==> config.mk <==
export PLATFORM = sky130hd
export DESIGN_NAME = pipeline_issue_ctrl
export DESIGN_NICKNAME = d
export VERILOG_FILES = /design/src/rtl/pipeline_issue_ctrl.sv
export SDC_FILE = /design/constraint.sdc
export NUM_CORES = 1
export LEC_CHECK = 0
export CAP_MARGIN = 30
export CORE_MARGIN = 1
export CORE_UTILIZATION = 40
export DETAILED_ROUTE_END_ITERATION = 10
export DONT_BUFFER_PORTS = 1
export GPL_TIMING_DRIVEN = 0
export PLACE_DENSITY = 0.6
export SYNTH_ARGS = -nofsm -noshare
export SYNTH_HDL_FRONTEND = slang
export SYNTH_SLANG_ARGS = --single-unit
==> constraint.sdc <==
create_clock -name clk -period 3.6 [get_ports clk]
set_clock_uncertainty 0.15 [all_clocks]
set_input_delay 1.08 -clock clk [delete_from_list [all_inputs] [get_ports clk]]
set_output_delay 1.08 -clock clk [all_outputs]
set_load 0.03 [all_outputs]
==> src/rtl/pipeline_issue_ctrl.sv <==
// Issue controller: per-register countdown scoreboard, RAW stall logic and a one-entry issue register.
// Define HAZARD_FWD_EN to forward in-flight results instead of stalling on them.
module pipeline_issue_ctrl #(
    parameter int WB_LAT   = 3,
    parameter int LD_EXTRA = 1
) (
    input  logic        clk,
    input  logic        reset,
    input  logic        dec_valid,
    output logic        dec_ready,
    input  logic [2:0]  dec_opcode,
    input  logic [2:0]  dec_num_Rm,
    input  logic [2:0]  dec_num_Rn,
    input  logic [2:0]  dec_num_Rd,
    input  logic [2:0]  dec_used,
    input  logic        dec_write,
    input  logic [2:0]  dec_writenum,
    input  logic        flush,
    input  logic        iss_ready,
    output logic        iss_valid,
    output logic [2:0]  iss_opcode,
    output logic [1:0]  fwd_sel_Rm,
    output logic [1:0]  fwd_sel_Rn,
    output logic [1:0]  fwd_sel_Rd,
    output logic [7:0]  busy_mask,
    output logic [15:0] stall_cnt
);
`ifdef HAZARD_FWD_EN
    localparam bit FWD_EN = 1'b1;
`else
    localparam bit FWD_EN = 1'b0;
`endif

    localparam logic [2:0] OP_NOP  = 3'b000;
    localparam logic [2:0] OP_LDR  = 3'b011;
    localparam logic [2:0] LAT_ALU = 3'(WB_LAT);
    localparam logic [2:0] LAT_MEM = 3'(WB_LAT - 1);
    localparam logic [2:0] LAT_LDR = 3'(WB_LAT + LD_EXTRA);

    logic [7:0][2:0] cnt_all;
    logic [7:0]      ld_all;
    logic [2:0][2:0] src_num;
    logic [2:0][1:0] src_fwd;
    logic [2:0]      src_haz;
    logic            hazard;
    logic            fire;
    logic            sb_load;
    logic            load_is_ldr;

    logic            iss_valid_reg;
    logic [2:0]      iss_opcode_reg;
    logic [2:0][1:0] fwd_sel_reg;
    logic [15:0]     stall_cnt_reg;

    // Source slots are ordered to match dec_used: [2]=Rm, [1]=Rn, [0]=Rd.
    assign src_num = {dec_num_Rm, dec_num_Rn, dec_num_Rd};

    genvar gi;
    generate
        for (gi = 0; gi < 3; gi++) begin : g_src
            logic [2:0] src_cnt;
            logic       src_ld;
            logic       src_chk;
            logic [1:0] fwd_raw;

            assign src_cnt = cnt_all[src_num[gi]];
            assign src_ld  = ld_all[src_num[gi]];
            assign src_chk = dec_used[gi] && (dec_opcode != OP_NOP);

            // A load result only exists at writeback, so ld blocks the early taps.
            assign fwd_raw = (src_cnt == LAT_ALU && !src_ld) ? 2'b01 :
                             (src_cnt == LAT_MEM && !src_ld) ? 2'b10 :
                             (src_cnt == 3'd1)               ? 2'b11 : 2'b00;

            assign src_fwd[gi] = (FWD_EN && src_chk) ? fwd_raw : 2'b00;
            assign src_haz[gi] = src_chk && (src_cnt != 3'd0) && (src_fwd[gi] == 2'b00);
        end
    endgenerate

    assign hazard      = |src_haz;
    assign dec_ready   = !hazard && !flush && (!iss_valid_reg || iss_ready);
    assign fire        = dec_valid && dec_ready;
    assign sb_load     = fire && dec_write && (dec_opcode != OP_NOP);
    assign load_is_ldr = (dec_opcode == OP_LDR);

    generate
        for (gi = 0; gi < 8; gi++) begin : g_sb
            logic [2:0] cnt_reg;
            logic       ld_reg;
            logic       load_here;

            assign load_here = sb_load && (dec_writenum == 3'(gi));

            // A new write to the register overrides the countdown of the older one.
            always_ff @(posedge clk or posedge reset) begin
                if (reset) begin
                    cnt_reg <= 3'd0;
                    ld_reg  <= 1'b0;
                end else if (load_here) begin
                    cnt_reg <= load_is_ldr ? LAT_LDR : LAT_ALU;
                    ld_reg  <= load_is_ldr;
                end else if (iss_ready && cnt_reg != 3'd0) begin
                    cnt_reg <= cnt_reg - 3'd1;
                end
            end

            assign cnt_all[gi]   = cnt_reg;
            assign ld_all[gi]    = ld_reg;
            assign busy_mask[gi] = (cnt_reg != 3'd0);
        end
    endgenerate

    always_ff @(posedge clk or posedge reset) begin
        if (reset) begin
            iss_valid_reg  <= 1'b0;
            iss_opcode_reg <= 3'b000;
            fwd_sel_reg    <= '0;
            stall_cnt_reg  <= 16'd0;
        end else begin
            // flush already blocks fire through dec_ready, so it only needs to kill the entry.
            if (fire) begin
                iss_valid_reg  <= 1'b1;
                iss_opcode_reg <= dec_opcode;
                fwd_sel_reg    <= src_fwd;
            end else if (flush || iss_ready) begin
                iss_valid_reg <= 1'b0;
            end

            if (dec_valid && hazard && !flush && stall_cnt_reg != 16'hFFFF) begin
                stall_cnt_reg <= stall_cnt_reg + 16'd1;
            end
        end
    end

    assign iss_valid  = iss_valid_reg;
    assign iss_opcode = iss_opcode_reg;
    assign fwd_sel_Rm = fwd_sel_reg[2];
    assign fwd_sel_Rn = fwd_sel_reg[1];
    assign fwd_sel_Rd = fwd_sel_reg[0];
    assign stall_cnt  = stall_cnt_reg;
endmodule

==> results_dict.tcl, run 1 <==
set metrics [dict create \
    cts_root_buf "clkbuf_8" \
    clk_path_buf_depth 2 \
    insertion_delay_ns 0.31 \
    clkSinkCount 44 \
    ys_seq_area_share_pct 37.1 \
    place_congestion 0.764 \
    syn_to_final_growth_pct 11.6 \
    crit_family "simple AND/OR/NAND/NOR gates" \
    hold_viol_final 0 \
    cts_made_buffers 5 \
    crit_type "in -> out" \
    yosysWarnings 0 \
    finalWorstSetupSlack_ns -0.255 \
    first_pass_iters 4 \
    crit_path_end_kind "primary output" \
    fp.coreArea_sq_mm 0.00721 \
    fmax_mhz 259 \
    p_leak_uw 0.00157 \
    drive_gt1_share_pct 11.5 \
    totalWireLength_mm 6.68 \
    syn-cell-area_sq_mm 0.00297 \
    multi_input_area_sq_mm 0.00172 \
    overflow 0 \
    nFillCells 725 \
    min_period_over_period_pct 107 \
    largest_register_ffs 24 \
    ios 59 \
    postSynthCellCount 319 \
    postCtsHoldBufs 0 \
    numPortBuffers 0 \
    ant_nets 0 \
    vias 2340 \
    yosysUniqueCellTypes 47 \
    finalNonFillerCells 437 \
    startpoint_type "input port" \
    tightestPinTransition_ns 0.588 \
    cp_num_buf_inv 1 \
    num_antenna_cells 0 \
    grt_pass1_vias 2291 \
    p_per_area_mw_per_mm2 712 \
    initial_core_util_pct 41.1 \
    cts_tree "done" \
    critPathArrivalTime_ns 2.62 \
    clkTransAtPathRegs_ns 0.08 \
    die_x_um 88.1 \
    wl_per_cell_um 15.3 \
    min_period_ns 3.85 \
    place.detailed.hpwl_mm 5.11 \
    finalCoreUtilization_pct 45.9 \
    die-area_sq_mm 0.00777 \
    crit_required_ns 2.37 \
    cpMaxStageDelayCell "nor3b_4" \
    nNetsFinal 378 \
    grt_start_max_net_pins 27 \
    antenna_found_initial 0 \
    critical_path.cell_chain "or3_4, buf_6, and3b_1, o21ai_1, and4_1, nand3_2, nor3b_4" \
    drv_slew 0 \
    grt_pass1_wl_mm 10.8 \
    htreeDepth 2 \
    dp_slack_ns -0.558 \
    critPathMaxFanout 6 \
    cpPeakStageDelay_ns 0.42 \
    placed_cells 424 \
    cap_violations 0 \
    ir_worst_vdd_mv 0.280 \
    ys_ff_latch 44 \
    rows 31 \
    vias_per_cell 5.35 \
    initialDrtViolationCount 56 \
    relSlewSlack_pct 60.5 \
    drc 0 \
    status "complete, but fails checks" \
    setup_viol 1 \
    syn_area_per_cell_sq_um 9.30 \
    rsz0062_at_grt "true" \
    die_h_um 88.1 \
    seq_area_sq_mm 0.00110 \
    grt_use_total_pct 18.6 \
    min_path_type "reg -> reg" \
    violations "negative setup slack" \
    tns_ns -0.255 \
]
[worst min-delay path, stage by stage (launching register included)]
cell and delay [ns]:
dfrtp_1 0.37, a21oi_1 0.07, mux2i_1 0.12
[repair_timing]
action | CTS | global route
resized for setup | 0 | 1
buffers inserted | 4 | 3
pin swaps | 2 | 3
setup endpoints to repair | 1 | 1
gates cloned | 0 | 0
[cell families after synthesis]
kind of cell | share of synthesized area, %
AOI/OAI and AO/OA | 7.88
xor gates and xnor gates | 6.79
adders and majority gates | 7.17
buffers and inverters | 6.37
DFF | 37.1
muxes | 9.95
other | 0.126
and+or+nand+nor | 24.6
[metal layers]
metal	vias up	wire [um]	track usage, %
met1	1123	2880	21.9
met5	-	0	0
met2	59	3230	31.9
li1	1150	-	-
met4	0	95	6.16
met3	8	475	6.13
[final timing paths]
check	to	cells past startpoint	slack [ns]	from
setup / recovery	dec_ready	7	-0.25	dec_opcode[0]
max in group asynchronous	g_sb[0].cnt_reg[1]	2	2.30	reset
hold / removal	g_sb[1].cnt_reg[1]	2	0.45	g_sb[1].cnt_reg[1]
setup reg to reg	g_sb[1].cnt_reg[0]	11	0.40	g_sb[3].cnt_reg[2]
hold reg to reg	g_sb[1].cnt_reg[1]	2	0.45	g_sb[1].cnt_reg[1]
min in group asynchronous	g_sb[1].cnt_reg[1]	1	0.51	reset
[cell usage after synthesis, drive strengths merged]
master	instances	area [sq um]
a211oi	6	45.0
a21boi	1	7.51
a21oi	18	90.1
a31o	1	8.76
a32oi	1	8.76
and2	5	31.3
and3	8	60.1
and3b	2	17.5
and4	4	35.0
and4b	1	10.0
buf	9	72.6
clkbuf	11	41.3
conb	1	3.75
dfrtp	44	1100
ha	17	213
inv	20	75.1
mux2	4	45.0
mux2i	25	250
nand2	26	97.6
nand2b	11	68.8
nand3	8	45.0
nand3b	1	7.51
nand4	9	56.3
nand4b	2	17.5
nor2	10	37.5
nor2b	3	18.8
nor3	18	90.1
nor3b	1	7.51
nor4	7	43.8
nor4b	2	17.5
o21ai	4	23.8
o21bai	2	15.0
o221ai	1	8.76
o22ai	3	18.8
o31ai	1	7.51
or2	3	18.8
or3	1	6.26
or4	4	30.0
or4b	1	13.8
xnor2	23	201
[where the power goes]
group | internal, uW | switching [uW] | total [uW]
logic | 417 | 607 | 1020
registers | 674 | 273 | 947
clock network | 209 | 180 | 389
[cells in the final DEF, fill, tap and decap left out, types with 2 or more instances in the layout]
cell,n
nor3_1,18
o22ai_1,3
nor4b_1,2
dfrtp_1,44
and3b_1,2
a211oi_1,6
nand2_1,26
nand4_1,9
clkbuf_8,5
nor4_1,7
mux2i_1,25
and3_4,2
a21oi_1,18
clkinv_4,2
conb_1,6
o21ai_0,2
or4_1,4
nand3_1,6
nor2b_1,3
inv_1,19
o21bai_1,2
xnor2_1,23
and2_1,5
mux2_2,4
ha_1,17
buf_4,13
nand3_2,2
or2_2,2
buf_6,2
and3_1,6
and4_1,4
nor2_1,10
nand4b_1,2
clkbuf_1,10
nand2b_1,11
[stage by stage]
step | hold slack, ns | cell area [sq um] | power, uW
CTS | 0.466 | 3300 | 2390
detailed placement | 0.450 | 3160 | 1980
global placement | 0.433 | 3140 | 1940
global route | 0.509 | 3310 | 2570
finish | 0.454 | 3310 | 2360
floorplan | 0.400 | 3020 | 1770
[layout make-up]
| class | instances | area share, % |
|---|---|---|
| buffer | 18 | 3.17 |
| clock buffer | 5 | 2.08 |
| clock inverter | 3 | 1.44 |
| inverter | 20 | 2.27 |
| multi-input combinational | 240 | 51.9 |
| sequential | 44 | 33.2 |
| tap | 99 | 3.74 |
| timing repair buffer | 8 | 2.19 |
No activity file was read; power rests on OpenSTA's default activity.
==> inputs of run 2 (changes only) <==
--- a/config.mk
+++ b/config.mk
@@ -8,2 +8,3 @@
 export CAP_MARGIN = 30
+export CORE_ASPECT_RATIO = 0.7
 export CORE_MARGIN = 1
==> constraint.sdc (replaced) <==
create_clock -name clk -period 3.6 [get_ports clk]
set_clock_uncertainty 0.15 [all_clocks]
set_input_delay 0.18 -clock clk [delete_from_list [all_inputs] [get_ports clk]]
set_output_delay 0.18 -clock clk [all_outputs]
set_load 0.03 [all_outputs]
==> run 2 against run 1 <==
  * Worst hold slack worse by 0.43 ns
  * Critical endpoint unchanged
  * Critical path type is now reg -> out
  * Clock power about the same
  * Maximum frequency up 16%
  * Sequential power up 1%
  * Core utilization up 1.4 points
  * Critical path depth up 1
  * Total power down 0.32%
  * Sequential share of layout area up 0.25 points
  * Via count down 1.0%
  * The flow now finishes without violations
==> results_dict.tcl, run 2 (synthesized netlist as in run 1, its figures left out) <==
set metrics [dict create \
    min_period_over_period_pct 92.2 \
    tns_ns 0 \
    tightestPinTransition_ns 0.648 \
    overflow 0 \
    maxUsedRoutingLayer "met4" \
    first_pass_iters 4 \
    grt_use_total_pct 19.5 \
    r2r_cells 9 \
    power.total_uw 2350 \
    setup_viol 0 \
    p_leak_uw 0.00155 \
    met3WireLength_um 421 \
    layout_common_cells "dfrtp_1, nand2_1, mux2i_1" \
    r2r-end "g_sb[1].cnt_reg[2]" \
    nNetsFinal 378 \
    die_h_um 74.1 \
    intPower_uw 1280 \
    wl_met1_mm 3.60 \
    r2r-start "g_sb[3].cnt_reg[2]" \
    place_congestion 0.770 \
    min_path_type "in -> reg" \
    power_frac_seq_pct 40.8 \
    clk_path_buf_depth 2 \
    cpMaxStageDelayCell "nor3b_2" \
    cap_violations 0 \
    clkTransAtPathRegs_ns 0.09 \
    cp_num_buf_inv 2 \
    layout_commonest_cell "dfrtp_1" \
    grt_start_max_net_pins 32 \
    startpoint_type "register" \
    p_sw_uw 1070 \
    route.met2.wl_mm 2.92 \
    grt_pass1_vias 2327 \
    clock_power_share_pct 16.6 \
    swShare_pct 45.5 \
    initial_core_util_pct 42.7 \
    rsz0062_at_grt "false" \
    wl_per_cell_um 16.3 \
    cts_made_buffers 5 \
    totalWireLength_mm 7.02 \
    status "complete, no violations" \
    rows 25 \
    drc 0 \
    ios 59 \
    numPortBuffers 0 \
    cts_setup_buffers 0 \
    cts_root_buf "clkbuf_8" \
    min_period_ns 3.32 \
    relSlewSlack_pct 56.4 \
    antenna_found_initial 0 \
    fp.coreArea_sq_mm 0.00694 \
    grt_pass1_wl_mm 11.8 \
    p_comb_share_pct 42.6 \
    critPathMaxFanout 10 \
    hold_path_depth 2 \
    largest_register_ffs 24 \
    r2r_setup_slack_ns 0.64 \
    ir_worst_vdd_mv 0.311 \
    initialDrtViolationCount 61 \
    crit_required_ns 3.27 \
    p_per_area_mw_per_mm2 716 \
    cpPeakStageDelay_ns 0.56 \
    place.detailed.hpwl_mm 5.43 \
    hold_end "g_sb[2].cnt_reg[2]" \
    hold_viol_final 0 \
    die_x_um 105 \
    crit_type "reg -> out" \
    clkSinkCount 44 \
    drv_slew 0 \
    vias_per_cell 5.36 \
    critical_path.cell_chain "nor3_1, o22ai_1, a211oi_1, a31o_1, nand3_2, buf_6, clkbuf_1, nor3b_2" \
    die-area_sq_mm 0.00777 \
    syn_to_final_growth_pct 10.8 \
    crit_family "simple AND/OR/NAND/NOR gates" \
    num_antenna_cells 0 \
    finalCoreUtilization_pct 47.3 \
    fmax_mhz 301 \
    critPathArrivalTime_ns 2.99 \
    vias 2316 \
    holdCritStartpoint "dec_writenum[1]" \
    cp_num_cells 8 \
    cts_tree "done" \
    crit_path_end_kind "primary output" \
    ant_nets 0 \
    htreeDepth 2 \
    insertion_delay_ns 0.30 \
    drive_gt1_share_pct 8.88 \
]
## run 2: cell count changes in the layout (fill, tap and decap cells not counted)
cell	delta
nand3_2	-1
clkinv_2	+1
buf_4	-7
nor3b_4	-1
or3_1	+1
nand3_1	+1
buf_2	+1
clkinv_4	-2
nor3b_2	+1
clkbuf_1	+2
or3_4	-1
dlygate4sd3_1	+5
## run 2: worst max path at each step
stage / start / to / slack, ns
CTS: g_sb[3].cnt_reg[2] / dec_ready / 0.31
global placement: g_sb[1].cnt_reg[2] / dec_ready / 0.36
detailed placement: g_sb[3].cnt_reg[2] / dec_ready / 0.32
finish: g_sb[3].cnt_reg[2] / dec_ready / 0.28
floorplan: g_sb[3].cnt_reg[2] / dec_ready / 0.87
global route: g_sb[3].cnt_reg[2] / dec_ready / 0.09
## run 2: final cells by class
cell class	count	area, sq um
inverter	20	75.1
clock buffer	6	72.6
timing repair buffer	6	70.1
sequential	44	1100
tap	94	118
fill	673	3660
multi-input combinational	240	1700
clock inverter	2	35.0
buffer	20	114
## run 2: power by group through the flow
stage	Sequential, uW	Combinational, uW	Clock, uW
finish	959	1000	390
global route	994	1150	417
CTS	958	1010	397
detailed placement	966	999	0
global placement	964	967	0
floorplan	912	841	0
## run 2: worst register-to-register path: stages (launching register included)
cell,delay [ns]
dfrtp_1,0.42
nor3_1,0.53
o22ai_1,0.14
a211oi_1,0.29
a31o_1,0.22
nand3_2,0.12
buf_6,0.17
or4b_4,0.53
buf_6,0.15
mux2i_1,0.11
## run 2: timing repair
action,CTS,global route
endpoints found under the setup margin,1,0
resized for setup,1,0
hold buffers,5,0
hold endpoints to repair,48,0
## run 2: per-layer routing
layer  GRT usage [%]  up-vias
met4            5.01        0
met2            29.6       47
met1            27.8     1104
met5               0        -
li1                -     1158
met3            5.26        7
## run 2: stage by stage
step | worst slack [ns] | hold slack [ns] | instances | instance area (sq um)
after detailed placement | 0.318 | -0.0927 | 419 | 3120
after global routing | 0.0947 | 0.0266 | 432 | 3290
after global placement | 0.359 | 0.143 | 418 | 3100
after floorplan | 0.871 | 0.140 | 324 | 2990
final | 0.282 | 0.0274 | 432 | 3290
after CTS | 0.306 | 0.0234 | 432 | 3290
==> inputs of run 3 (changes only) <==
- CELL_PAD_IN_SITES_DETAIL_PLACEMENT: unset -> 0
- CELL_PAD_IN_SITES_GLOBAL_PLACEMENT: unset -> 1
- MAX_ROUTING_LAYER: unset -> met4
- PLACE_DENSITY: 0.6 -> 0.75
==> run 3 against run 2 <==
  * Critical path depth unchanged
  * Sequential share of layout area unchanged
  * Largest cell class unchanged
  * Clock power decreased by 2%
  * Highest routed layer unchanged
  * Sequential power decreased by 0.4%
  * Critical path type unchanged
  * First-iteration DRC count increased by 100%
  * Critical endpoint unchanged
  * Worst setup slack got worse by 0.098 ns
  * Flip-flop and latch count unchanged
==> results_dict.tcl, run 3 (synthesized netlist as in run 1, its figures left out) <==
set metrics [dict create \
    status "complete, no violations" \
    fmax_mhz 293 \
    hold_end "iss_valid" \
    die_x_um 105 \
    r2r_setup_slack_ns 0.49 \
    place_area_sq_mm 0.00312 \
    r2r_cells 8 \
    min_period_ns 3.42 \
    grt_use_total_pct 19.3 \
    cts_setup_buffers 0 \
    p_per_area_mw_per_mm2 716 \
    overflow 0 \
    rows 25 \
    initialDrtViolationCount 125 \
    tns_ns 0 \
    critical_path.cell_chain "nor3_1, nor3_1, a211oi_1, a31o_1, nand3_2, buf_6, clkbuf_1, nor3b_2" \
    cp_num_buf_inv 2 \
    ios 59 \
    setup_viol 0 \
    drv_slew 0 \
    min_period_over_period_pct 94.9 \
    vias 2301 \
    r2r-end "g_sb[0].cnt_reg[2]" \
    syn_to_final_growth_pct 10.8 \
    wl_per_cell_um 16.3 \
    clkSinkCount 44 \
    htreeDepth 2 \
    antenna_found_initial 0 \
    finalWorstSetupSlack_ns 0.185 \
    grt_start_max_net_pins 28 \
    grt_pass1_vias 2132 \
    insertion_delay_ns 0.30 \
    dp_slack_ns 0.215 \
    p_leak_uw 0.00155 \
    fp.coreArea_sq_mm 0.00694 \
    cts_root_buf "clkbuf_8" \
    vias_per_cell 5.33 \
    cpMaxStageDelayCell "nor3_1" \
    rsz0062_at_grt "false" \
    hold_path_depth 3 \
    clkTransAtPathRegs_ns 0.09 \
    ir_worst_vdd_mv 0.426 \
    layout_common_cells "dfrtp_1, nand2_1, mux2i_1" \
    cap_violations 0 \
    initial_core_util_pct 42.7 \
    numPortBuffers 0 \
    cts_tree "done" \
    num_antenna_cells 0 \
    drive_gt1_share_pct 8.88 \
    cpPeakStageDelay_ns 0.65 \
    crit_path_end_kind "primary output" \
    crit_family "simple AND/OR/NAND/NOR gates" \
    cp_num_cells 8 \
    critPathMaxFanout 10 \
    holdCritStartpoint "flush" \
    ant_nets 0 \
    relSlewSlack_pct 48.6 \
    startpoint_type "register" \
    largest_register_ffs 24 \
    tightestPinTransition_ns 0.764 \
    grt_pass1_wl_mm 11.0 \
    place.detailed.hpwl_mm 5.48 \
    nNetsFinal 378 \
    die_h_um 74.1 \
    critPathArrivalTime_ns 3.09 \
    first_pass_iters 4 \
    hold_viol_final 0 \
    cts_made_buffers 5 \
    place_congestion 0.842 \
    path_common_cell "nor3_1" \
    layout_commonest_cell "dfrtp_1" \
    min_path_type "in -> reg" \
    crit_required_ns 3.27 \
    die-area_sq_mm 0.00777 \
    r2r-start "g_sb[1].cnt_reg[2]" \
    crit_type "reg -> out" \
    finalCoreUtilization_pct 47.3 \
    clk_path_buf_depth 2 \
    totalWireLength_mm 7.03 \
    drc 0 \
    final_cell_area_sq_mm 0.00329 \
]
run 3: layer usage:
metal  vias up  wire (um)  track usage [%]
met5         -          0                -
met3        11        333             4.82
met4         0         90             4.69
li1       1158          -                -
met1      1088       3610             26.9
met2        44       3000             28.0
run 3: power by group:
group | leakage, uW | switching, uW | internal [uW] | total, uW
Clock | 0.0000552 | 177 | 206 | 383
Sequential | 0.000557 | 281 | 674 | 955
Combinational | 0.000940 | 615 | 399 | 1010
run 3: tightest hold or removal path, cell delays in order:
cell and delay, ns:
nor2b_1 0.05, nand2_1 0.10, o22ai_1 0.08
run 3: per-stage QoR:
step,hold slack [ns],std cells,power [uW]
floorplan,0.140,324,1750
global placement,0.145,418,1940
detailed placement,-0.0686,419,1980
CTS,0.0125,432,2370
global route,0.00545,432,2550
finish,0.00791,432,2350
run 3: how the worst max path moves through the flow:
stage	end	from	slack (ns)
3_3_place_gp	dec_ready	g_sb[1].cnt_reg[2]	0.24
4_1_cts	dec_ready	g_sb[1].cnt_reg[2]	0.22
3_5_place_dp	dec_ready	g_sb[1].cnt_reg[2]	0.22
5_1_grt	dec_ready	g_sb[1].cnt_reg[2]	0.04
6_report	dec_ready	g_sb[1].cnt_reg[2]	0.18
2_1_floorplan	dec_ready	g_sb[3].cnt_reg[2]	0.87
run 3: cell type report:
cell class	count	area, sq um
fillers	685	3660
multi-input cells	240	1700
flip-flops and latches	44	1100
well taps	94	118
plain buffers	20	114
inverters	20	75.1
clock buffers	6	72.6
repair buffers	6	70.1
clock inverters	2	35.0
run 3: what timing repair did:
action                     4_1_cts  5_1_grt
setup endpoints to repair        1        0
hold buffers                     5        0
resized for setup                1        0
hold endpoints to repair        48        0
